<file path="src/rtl/mem_aw_burst_issuer.sv">
// mem_aw_burst_issuer
//
// Sits downstream of the 4KB request splitter. Requests (address, byte size)
// are queued in a small FIFO. Each request is then broken into AXI
// write-address bursts. A burst is limited by MAX_BURST_BEATS and never
// crosses a 4KB boundary. pop_request pulses for one cycle once the last
// burst of the head request has been accepted.
//
// Ports:
//   clk, reset      clock; asynchronous active-high reset
//   req_addr        request start address (low beat-offset bits ignored)
//   req_size_bytes  request size in bytes (0 = no burst, only a pop)
//   req_valid       single-cycle request strobe
//   req_ready       FIFO has at least one free entry
//   pop_request     one-cycle pulse: head request fully issued
//   m_awaddr/m_awlen/m_awvalid/m_awready   AXI write-address channel
//   busy            FIFO non-empty or FSM not IDLE
//   overflow_err    sticky: req_valid seen while FIFO full
//
// Optional feature macro: MEM_AW_BURST_ISSUER_STATS_EN
//   Adds stat_bursts (AW handshakes) and stat_requests (pop_request pulses),
//   32-bit saturating counters.

module mem_aw_burst_issuer #(
  parameter int ADDR_WIDTH      = 64,
  parameter int REQ_SIZE_WIDTH  = 16,
  parameter int DATA_BYTES      = 64,
  parameter int MAX_BURST_BEATS = 16,
  parameter int FIFO_DEPTH      = 4
) (
  input  logic                      clk,
  input  logic                      reset,
  input  logic [ADDR_WIDTH-1:0]     req_addr,
  input  logic [REQ_SIZE_WIDTH-1:0] req_size_bytes,
  input  logic                      req_valid,
  output logic                      req_ready,
  output logic                      pop_request,
  output logic [ADDR_WIDTH-1:0]     m_awaddr,
  output logic [7:0]                m_awlen,
  output logic                      m_awvalid,
  input  logic                      m_awready,
  output logic                      busy,
  output logic                      overflow_err
`ifdef MEM_AW_BURST_ISSUER_STATS_EN
  ,
  output logic [31:0]               stat_bursts,
  output logic [31:0]               stat_requests
`endif
);

  localparam int OFS_W  = $clog2(DATA_BYTES);
  localparam int BEAT_W = REQ_SIZE_WIDTH + 1;
  // Width wide enough for both beat counts and the 4KB distance in beats.
  localparam int CALC_W = (BEAT_W > 13) ? BEAT_W : 13;
  localparam int PTR_W  = $clog2(FIFO_DEPTH);

  localparam logic [PTR_W:0]          DEPTH_C    = (PTR_W + 1)'(FIFO_DEPTH);
  localparam logic [ADDR_WIDTH-1:0]   ALIGN_MASK = ~(ADDR_WIDTH'(DATA_BYTES - 1));
  localparam logic [BEAT_W-1:0]       ROUND_C    = BEAT_W'(DATA_BYTES - 1);
  localparam logic [CALC_W-1:0]       MAX_C      = CALC_W'(MAX_BURST_BEATS);

  typedef enum logic [1:0] {
    IDLE  = 2'd0,
    CALC  = 2'd1,
    ISSUE = 2'd2,
    DONE  = 2'd3
  } state_t;

  // ---------------------------------------------------------------- FIFO
  logic [ADDR_WIDTH-1:0] fifo_addr_q  [FIFO_DEPTH];
  logic [BEAT_W-1:0]     fifo_beats_q [FIFO_DEPTH];
  logic [PTR_W-1:0]      wr_ptr_q, rd_ptr_q;
  logic [PTR_W:0]        count_q, count_d;
  logic                  fifo_full_s, fifo_empty_s, wr_en_s, rd_en_s;
  logic [BEAT_W-1:0]     req_beats_s;
  logic                  overflow_q;

  assign fifo_full_s  = (count_q == DEPTH_C);
  assign fifo_empty_s = (count_q == '0);
  assign wr_en_s      = req_valid && !fifo_full_s;
  // Size is widened by one bit first so the rounding add cannot overflow.
  assign req_beats_s  = ({1'b0, req_size_bytes} + ROUND_C) >> OFS_W;

  // FSM state and datapath registers
  state_t                state_q, state_d;
  logic [ADDR_WIDTH-1:0] cur_addr_q, cur_addr_d;
  logic [BEAT_W-1:0]     rem_q, rem_d;
  logic [8:0]            len_q, len_d;
  logic [ADDR_WIDTH-1:0] awaddr_q, awaddr_d;
  logic [7:0]            awlen_q, awlen_d;
  logic                  awvalid_q, awvalid_d;
  logic                  pop_q, pop_d;
  logic                  hs_s;

  assign rd_en_s = (state_q == IDLE) && !fifo_empty_s;
  assign hs_s    = awvalid_q && m_awready;

  // Occupancy count after this cycle's write and pop.
  always_comb begin
    count_d = count_q;
    if (wr_en_s && !rd_en_s) begin
      count_d = count_q + (PTR_W + 1)'(1);
    end else if (!wr_en_s && rd_en_s) begin
      count_d = count_q - (PTR_W + 1)'(1);
    end else begin
      count_d = count_q;
    end
  end

  // FIFO storage, pointers and sticky overflow flag.
  always_ff @(posedge clk or posedge reset) begin
    if (reset) begin
      for (int i = 0; i < FIFO_DEPTH; i++) begin
        fifo_addr_q[i]  <= '0;
        fifo_beats_q[i] <= '0;
      end
      wr_ptr_q   <= '0;
      rd_ptr_q   <= '0;
      count_q    <= '0;
      overflow_q <= 1'b0;
    end else begin
      if (wr_en_s) begin
        fifo_addr_q[wr_ptr_q]  <= req_addr & ALIGN_MASK;
        fifo_beats_q[wr_ptr_q] <= req_beats_s;
        wr_ptr_q               <= wr_ptr_q + PTR_W'(1);
      end
      if (rd_en_s) begin
        rd_ptr_q <= rd_ptr_q + PTR_W'(1);
      end
      count_q <= count_d;
      if (req_valid && fifo_full_s) begin
        overflow_q <= 1'b1;
      end
    end
  end

  // ------------------------------------------------------- burst sizing
  logic [12:0]       to4k_s;
  logic [CALC_W-1:0] min_s;
  logic [8:0]        len_s;
  logic [8:0]        len_m1_s;

  assign to4k_s = (13'd4096 - {1'b0, cur_addr_q[11:0]}) >> OFS_W;

  // len = min(rem_beats, MAX_BURST_BEATS, beats left before the 4KB line).
  always_comb begin
    min_s = CALC_W'(rem_q);
    if (MAX_C < min_s) begin
      min_s = MAX_C;
    end else begin
      min_s = min_s;
    end
    if (CALC_W'(to4k_s) < min_s) begin
      min_s = CALC_W'(to4k_s);
    end else begin
      min_s = min_s;
    end
  end

  assign len_s    = min_s[8:0];
  assign len_m1_s = len_s - 9'd1;

  // Next-state and output-register logic for the issue FSM.
  always_comb begin
    state_d    = state_q;
    cur_addr_d = cur_addr_q;
    rem_d      = rem_q;
    len_d      = len_q;
    awaddr_d   = awaddr_q;
    awlen_d    = awlen_q;
    awvalid_d  = awvalid_q;
    case (state_q)
      IDLE: begin
        if (!fifo_empty_s) begin
          cur_addr_d = fifo_addr_q[rd_ptr_q];
          rem_d      = fifo_beats_q[rd_ptr_q];
          state_d    = CALC;
        end else begin
          state_d = IDLE;
        end
      end
      CALC: begin
        if (rem_q == '0) begin
          state_d = DONE;
        end else begin
          len_d     = len_s;
          awaddr_d  = cur_addr_q;
          awlen_d   = len_m1_s[7:0];
          awvalid_d = 1'b1;
          state_d   = ISSUE;
        end
      end
      ISSUE: begin
        if (m_awready) begin
          awvalid_d  = 1'b0;
          cur_addr_d = cur_addr_q + (ADDR_WIDTH'(len_q) << OFS_W);
          rem_d      = rem_q - BEAT_W'(len_q);
          if (rem_q == BEAT_W'(len_q)) begin
            state_d = DONE;
          end else begin
            state_d = CALC;
          end
        end else begin
          state_d = ISSUE;
        end
      end
      DONE: begin
        state_d = IDLE;
      end
      default: begin
        state_d   = IDLE;
        awvalid_d = 1'b0;
      end
    endcase
  end

  assign pop_d = (state_d == DONE);

  // FSM state, datapath and AW output registers.
  always_ff @(posedge clk or posedge reset) begin
    if (reset) begin
      state_q    <= IDLE;
      cur_addr_q <= '0;
      rem_q      <= '0;
      len_q      <= 9'd0;
      awaddr_q   <= '0;
      awlen_q    <= 8'd0;
      awvalid_q  <= 1'b0;
      pop_q      <= 1'b0;
    end else begin
      state_q    <= state_d;
      cur_addr_q <= cur_addr_d;
      rem_q      <= rem_d;
      len_q      <= len_d;
      awaddr_q   <= awaddr_d;
      awlen_q    <= awlen_d;
      awvalid_q  <= awvalid_d;
      pop_q      <= pop_d;
    end
  end

  assign req_ready    = !fifo_full_s;
  assign pop_request  = pop_q;
  assign m_awaddr     = awaddr_q;
  assign m_awlen      = awlen_q;
  assign m_awvalid    = awvalid_q;
  assign busy         = !fifo_empty_s || (state_q != IDLE);
  assign overflow_err = overflow_q;

`ifdef MEM_AW_BURST_ISSUER_STATS_EN
  logic [31:0] stat_bursts_q, stat_requests_q;

  // Saturating burst and request counters.
  always_ff @(posedge clk or posedge reset) begin
    if (reset) begin
      stat_bursts_q   <= 32'd0;
      stat_requests_q <= 32'd0;
    end else begin
      if (hs_s && (stat_bursts_q != 32'hFFFF_FFFF)) begin
        stat_bursts_q <= stat_bursts_q + 32'd1;
      end
      if (pop_q && (stat_requests_q != 32'hFFFF_FFFF)) begin
        stat_requests_q <= stat_requests_q + 32'd1;
      end
    end
  end

  assign stat_bursts   = stat_bursts_q;
  assign stat_requests = stat_requests_q;
`else
  logic unused_hs_s;
  assign unused_hs_s = hs_s;
`endif

endmodule

</file>
<file path="config.mk">
export PLATFORM = sky130hd
export DESIGN_NAME = mem_aw_burst_issuer
export DESIGN_NICKNAME = d
export VERILOG_FILES = /design/src/rtl/mem_aw_burst_issuer.sv
export SDC_FILE = /design/constraint.sdc
export NUM_CORES = 1
export LEC_CHECK = 0
export CAP_MARGIN = 15
export CORE_ASPECT_RATIO = 0.6
export CORE_MARGIN = 1
export CORE_UTILIZATION = 35
export CTS_CLUSTER_SIZE = 25
export DETAILED_ROUTE_END_ITERATION = 6
export PLACE_DENSITY = 0.54
export SLEW_MARGIN = 5
export SYNTH_ARGS = -nofsm -noshare
export SYNTH_HDL_FRONTEND = slang
export SYNTH_SLANG_ARGS = --single-unit
</file>
<file path="constraint.sdc">
create_clock -name clk -period 20.6 [get_ports clk]
set_input_delay 5.15 -clock clk [delete_from_list [all_inputs] [get_ports clk]]
set_output_delay 5.15 -clock clk [all_outputs]
set_load 0.05 [all_outputs]
</file>
==> results of run 1 <==
[registers in the layout, indices dropped and copies added, names as in the netlist]
signal and count:
m_awvalid 1, pop_request 1, m_awaddr 58, overflow_err 1, fifo_addr_q 232, cur_addr_q 58, state_q 2, fifo_beats_q 44
rem_q 17, len_q 9, rd_ptr_q 2, count_q 3, m_awlen 8, wr_ptr_q 2
[area by class of cell]
cell class,count,area share [%]
diodes,5,0.0501
clock buffers,68,5.25
clock inverters,10,0.561
inverters,32,0.511
multi-input cells,1246,39.2
flip-flops and latches,438,43.9
well taps,781,3.92
repair buffers,167,6.56
[layout by cell type, fill, tap and decap left out, types with 14 or more instances in the layout]
cell and count:
dfrtp_1 436, nand2_1 270, mux2_2 238, clkdlybuf4s50_1 148
o21ai_0 94, nor2_1 77, mux4_2 69, clkbuf_16 44
nor3_1 42, a21oi_1 40, nand3_1 39, ha_1 32
inv_1 29, a211oi_1 28, and3_1 22, or3_1 22
o211ai_1 18, nand4_1 18, buf_4 18, xnor2_1 17
a311oi_1 15, xor2_1 14, a22oi_1 14
[worst paths after layout]
check | to
max in group asynchronous | cur_addr_q[25]
setup / recovery | busy
setup reg to reg | m_awlen[6]
min in group asynchronous | fifo_beats_q[5]
hold reg to reg | m_awaddr[59]
hold / removal | m_awaddr[59]
[critical path, stage by stage (launching register included)]
cell and delay, ns:
dfrtp_1 0.44, nor4_1 0.87, nand2b_1 0.29, clkdlybuf4s50_1 0.80
[report_power, final]
part / switching (mW) / leakage (nW) / internal [mW]
clock network: 0.342 / 0.716 / 0.475
logic: 1.29 / 4.36 / 0.959
registers: 0.344 / 5.28 / 1.29
total: 1.98 / 10.4 / 2.73
[metal layers]
layer,track usage (%),vias to the layer above
met5,0,-
met4,2.83,14
met3,5.00,83
met2,25.8,484
met1,32.0,7672
li1,-,6882
[cells by family after synthesis]
| family | share of synthesized area, % |
|---|---|
| AND/OR/NAND/NOR | 12.2 |
| flip-flops | 51.5 |
| multiplexers | 20.1 |
| AO/OA/AOI/OAI | 9.86 |
| buffers and inverters | 2.84 |
| adder cells (fa/ha/maj) | 2.17 |
| XOR/XNOR | 1.28 |
| other | 0.0353 |
[metrics by stage]
stage,setup slack [ns],cells,util [%],power (mW),cell area [µm²]
global placement,12.45,2663,39.4,3.81,23500
detailed placement,12.35,2663,39.4,3.89,23500
CTS,12.47,2741,41.9,4.72,24900
global route,12.34,2742,41.9,5.00,24900
finish,12.50,2747,41.9,4.71,25000
floorplan,3.25,1830,-,3.13,21300
==> results.sh, run 1 <==
export IMPL_fmax_mhz=123
export IMPL_routed_wl_met3_mm=4.88
export IMPL_cp_startpoint="count_q[0]"
export IMPL_cts_buffer_depth=3
export IMPL_drv_cap=0
export IMPL_grt_max_degree=178
export IMPL_fillerInstances=5544
export IMPL_highest_layer="met5"
export IMPL_hp_start="m_awaddr[59]"
export IMPL_cts_hold_buf=0
export IMPL_relSlewSlack_pct=32.9
export IMPL_yosys_area_top_type="dfrtp_1"
export IMPL_post_cts_resized=0
export IMPL_dr_pass1_iters=7
export IMPL_syn_area_per_cell_um2=11.7
export IMPL_synth_top_cell_area_share_pct=51.5
export IMPL_drc=0
export IMPL_wire_per_inst_um=21.9
export IMPL_power_density_nw_per_um2=189
export IMPL_leakagePower_nw=10.4
export IMPL_routed_wl_mm=60.2
export IMPL_synth_area_leaders="dfrtp_1, mux2_2, mux4_2"
export IMPL_hold_slack_ns=0.472
export IMPL_drt_initial_drc_count=1510
export IMPL_synth_edf_count=0
export IMPL_yosysMostFrequentCell="dfrtp_1"
export IMPL_clock_skew_ns=0.0141
export IMPL_initial_core_util_pct=35.7
export IMPL_yosys_top_cells_count="dfrtp_1, nand2_1, mux2_2, o21ai_0, nor2_1"
export IMPL_period_minus_slack_ns=8.10
export IMPL_async_flop_share_pct=100
export IMPL_seq_area_frac_synth_pct=51.5
export IMPL_routabilityCongestion=0.873
export IMPL_multi_input_area_um2=9790
export IMPL_cp_arrival_ns=2.95
export IMPL_setup_viol=0
export IMPL_grt_pass1_vias=14900
export IMPL_track_usage_pct=19.6
export IMPL_dieArea_um2=61800
export IMPL_grt_pass1_wl_mm=93.1
export IMPL_syn_cell_area_um2=21300
export IMPL_tightest_slew_ns=1.00
export IMPL_core_area_um2=59600
export IMPL_insertion_delay_ns=0.56
export IMPL_path_class="reg2out"
export IMPL_ys_flop_type="dfrtp_1"
export IMPL_met2WireLength_mm=23.3
export IMPL_syn2layout_area_growth_pct=17.4
export IMPL_cts_max_level=2
export IMPL_postSynthCellCount=1824
export IMPL_cts_setup_buffers=0
export IMPL_root_buffer="clkbuf_16"
export IMPL_irDropWorstVdd_mv=0.0799
export IMPL_antenna_found_initial=16
export IMPL_cts_sinks=438
export IMPL_start_kind="flip-flop"
export IMPL_worst_setup_path_end_kind="output port"
export IMPL_tritoncts="done"
export IMPL_drive_gt1_share_pct=21.8
export IMPL_post_route_period_util_pct=39.3
export IMPL_viasPerCell=5.51
export IMPL_cp_required_ns=15.45
export IMPL_die_w_um=320
export IMPL_vias=15100
export IMPL_worstHoldPathCells=2
export IMPL_final_max_slew_viol_count=0
export IMPL_worst_r2r_cell_count=17
export IMPL_rsz0062_at_grt="false"
export IMPL_final_net_count=2048
export IMPL_cts_buffers=44
export IMPL_port_buffers=148
export IMPL_r2r_slack_ns=15.70
export IMPL_worstHoldPathType="reg2reg"
export IMPL_rows=69
export IMPL_ant_nets=0
export IMPL_dp_hpwl_mm=41.3
export IMPL_yosysUniqueCellTypes=80
export IMPL_drt_met1_wl_mm=31.3
export IMPL_finalSetupTns_ns=0
export IMPL_yosys_warnings=0
export IMPL_io_pins=161
export IMPL_cp_max_fo=4
export IMPL_seqCellArea_um2=11000
export IMPL_die_y_um=193
export IMPL_outcome="completed"
export IMPL_hold_violations=0
export IMPL_grt_overflow=0
export IMPL_ys_ff_latch=438
export IMPL_worstReg2RegStart="rem_q[12]"
export IMPL_path_clk_slew_ns=0.06
No activity file was read; power rests on OpenSTA's default activity.
==> run 2, diff against run 1 <==
Settings changed: PLACE_DENSITY 0.54 to 0.56.
Clock period 20.6 ns to 6.5 ns, I/O delays scaled along.
==> results.sh, run 2 (synthesis gave the netlist of run 1 again) <==
export IMPL_post_cts_resized=0
export IMPL_dp_worst_setup_slack_ns=1.72
export IMPL_cp_arrival_ns=5.31
export IMPL_path_clk_slew_ns=0.06
export IMPL_track_usage_pct=19.7
export IMPL_fmax_mhz=206
export IMPL_power_density_nw_per_um2=601
export IMPL_finalSetupTns_ns=0
export IMPL_critPathSlowestCell="or4_1"
export IMPL_grt_max_degree=161
export IMPL_final_net_count=2052
export IMPL_cts_hold_buf=0
export IMPL_root_buffer="clkbuf_16"
export IMPL_rows=69
export IMPL_drive_gt1_share_pct=22.3
export IMPL_top_usage_layer="met1"
export IMPL_wire_per_inst_um=21.8
export IMPL_path_class="reg2reg"
export IMPL_core_area_um2=59600
export IMPL_post_route_period_util_pct=74.6
export IMPL_insertion_delay_ns=0.58
export IMPL_drc=0
export IMPL_grt_overflow=0
export IMPL_critical_path_max_stage_delay_ns=0.47
export IMPL_cts_buffer_depth=3
export IMPL_worstHoldPathType="reg2reg"
export IMPL_cp_required_ns=6.96
export IMPL_final_util_pct=42.3
export IMPL_hold_slack_ns=0.475
export IMPL_clock_skew_ns=0.0171
export IMPL_worst_setup_path_end_kind="flip-flop"
export IMPL_viasPerCell=5.53
export IMPL_dpl_cell_area_um2=23500
export IMPL_regMostFlops="fifo_addr_q"
export IMPL_grt_pass1_vias=15000
export IMPL_initial_core_util_pct=35.7
export IMPL_dieArea_um2=61800
export IMPL_cts_max_level=2
export IMPL_ant_nets=0
export IMPL_final_max_slew_viol_count=0
export IMPL_outcome="completed"
export IMPL_vias=15200
export IMPL_r2r_slack_ns=1.65
export IMPL_setup_viol=0
export IMPL_routed_wl_mm=60.2
export IMPL_crit_buf_inv=1
export IMPL_rsz0062_at_grt="false"
export IMPL_use_met1_pct=31.7
export IMPL_tightest_slew_ns=1.19
export IMPL_grt_pass1_wl_mm=93.7
export IMPL_leakagePower_nw=10.5
export IMPL_most_common_layout_cells="dfrtp_1, nand2_1, mux2_2, clkdlybuf4s50_1, o21ai_0"
export IMPL_final_cell_area_um2=25200
export IMPL_grt_util_met2_pct=26.2
export IMPL_relSlewSlack_pct=20.5
export IMPL_place_inst=2666
export IMPL_crit_family="simple AND/OR/NAND/NOR gates"
export IMPL_finalPower_mw=15.1
export IMPL_start_kind="flip-flop"
export IMPL_postLayoutSetupSlackWorst_ns=1.65
export IMPL_drv_cap=0
export IMPL_syn2layout_area_growth_pct=18.4
export IMPL_largest_register_ffs=232
export IMPL_antenna_found_initial=14
export IMPL_period_minus_slack_ns=4.85
export IMPL_cts_sinks=438
export IMPL_routabilityCongestion=0.868
export IMPL_tritoncts="done"
export IMPL_die_w_um=320
export IMPL_cp_cell_sequence="nor3_1 -> and3_1 -> nand2_1 -> clkinv_1 -> nand2_1 -> ha_1 -> a211o_1 -> o211ai_1 -> and4_1 -> nor2_1 -> a31oi_1 -> ha_1 -> o21ai_0 -> or4_1 -> nor3_1 -> xor2_1 -> a221o_1"
export IMPL_dp_hpwl_mm=41.1
export IMPL_final_common_cell="dfrtp_1"
export IMPL_cp_max_fo=7
export IMPL_hold_violations=0
export IMPL_cts_buffers=46
export IMPL_io_pins=161
export IMPL_fin_cells=2757
export IMPL_cts_setup_buffers=0
export IMPL_port_buffers=148
export IMPL_irDropWorstVdd_mv=0.283
export IMPL_dr_pass1_iters=6
export IMPL_use_met3_pct=5.19
export IMPL_die_y_um=193
export IMPL_drt_initial_drc_count=1573
==> run 2: cell types whose count changed in the layout (fill, tap and decap cells not counted), sizes merged <==
cell,delta
bufinv,-1
clkbuf,+7
diode,+1
inv,-1
clkinvlp,+2
buf,+2
==> run 2: final timing paths <==
check / start / end / depth (start not counted)
setup / recovery: rem_q[12] / m_awlen[6] / 17
max in group asynchronous: reset / m_awaddr[11] / 3
setup reg to reg: rem_q[12] / m_awlen[6] / 17
hold / removal: m_awlen[4] / m_awlen[4] / 2
min in group asynchronous: reset / fifo_beats_q[23] / 2
hold reg to reg: m_awlen[4] / m_awlen[4] / 2
==> run 2: cell type report <==
cell class / instances / area (µm²)
inverter: 32 / 124
multi-input combinational: 1246 / 9790
fill: 5593 / 34400
antenna: 6 / 15.0
timing repair buffer: 169 / 1690
sequential: 438 / 11000
clock buffer: 75 / 1470
tap: 781 / 977
clock inverter: 10 / 156
==> run 2: power breakdown <==
part	switching [mW]	internal, mW	leakage, nW
clock network	1.14	1.64	0.798
logic	4.14	3.06	4.38
registers	1.06	4.09	5.28
==> run 2: layer usage <==
| layer | wire length [µm] | part of all wire, % | up-vias |
|---|---|---|---|
| li1 | - | - | 6896 |
| met1 | 30800 | 51 | 7762 |
| met2 | 23300 | 39 | 492 |
| met3 | 5270 | 8.8 | 76 |
| met4 | 652 | 1.1 | 18 |
| met5 | 111 | 0.18 | - |
==> run 2: worst reg2reg max path, stage by stage (launching register included) <==
cell	delay, ns
dfrtp_1	0.41
nor3_1	0.41
and3_1	0.44
nand2_1	0.17
clkinv_1	0.20
nand2_1	0.14
ha_1	0.21
a211o_1	0.25
o211ai_1	0.18
and4_1	0.34
nor2_1	0.17
a31oi_1	0.32
ha_1	0.28
o21ai_0	0.10
or4_1	0.47
nor3_1	0.23
xor2_1	0.09
a221o_1	0.32
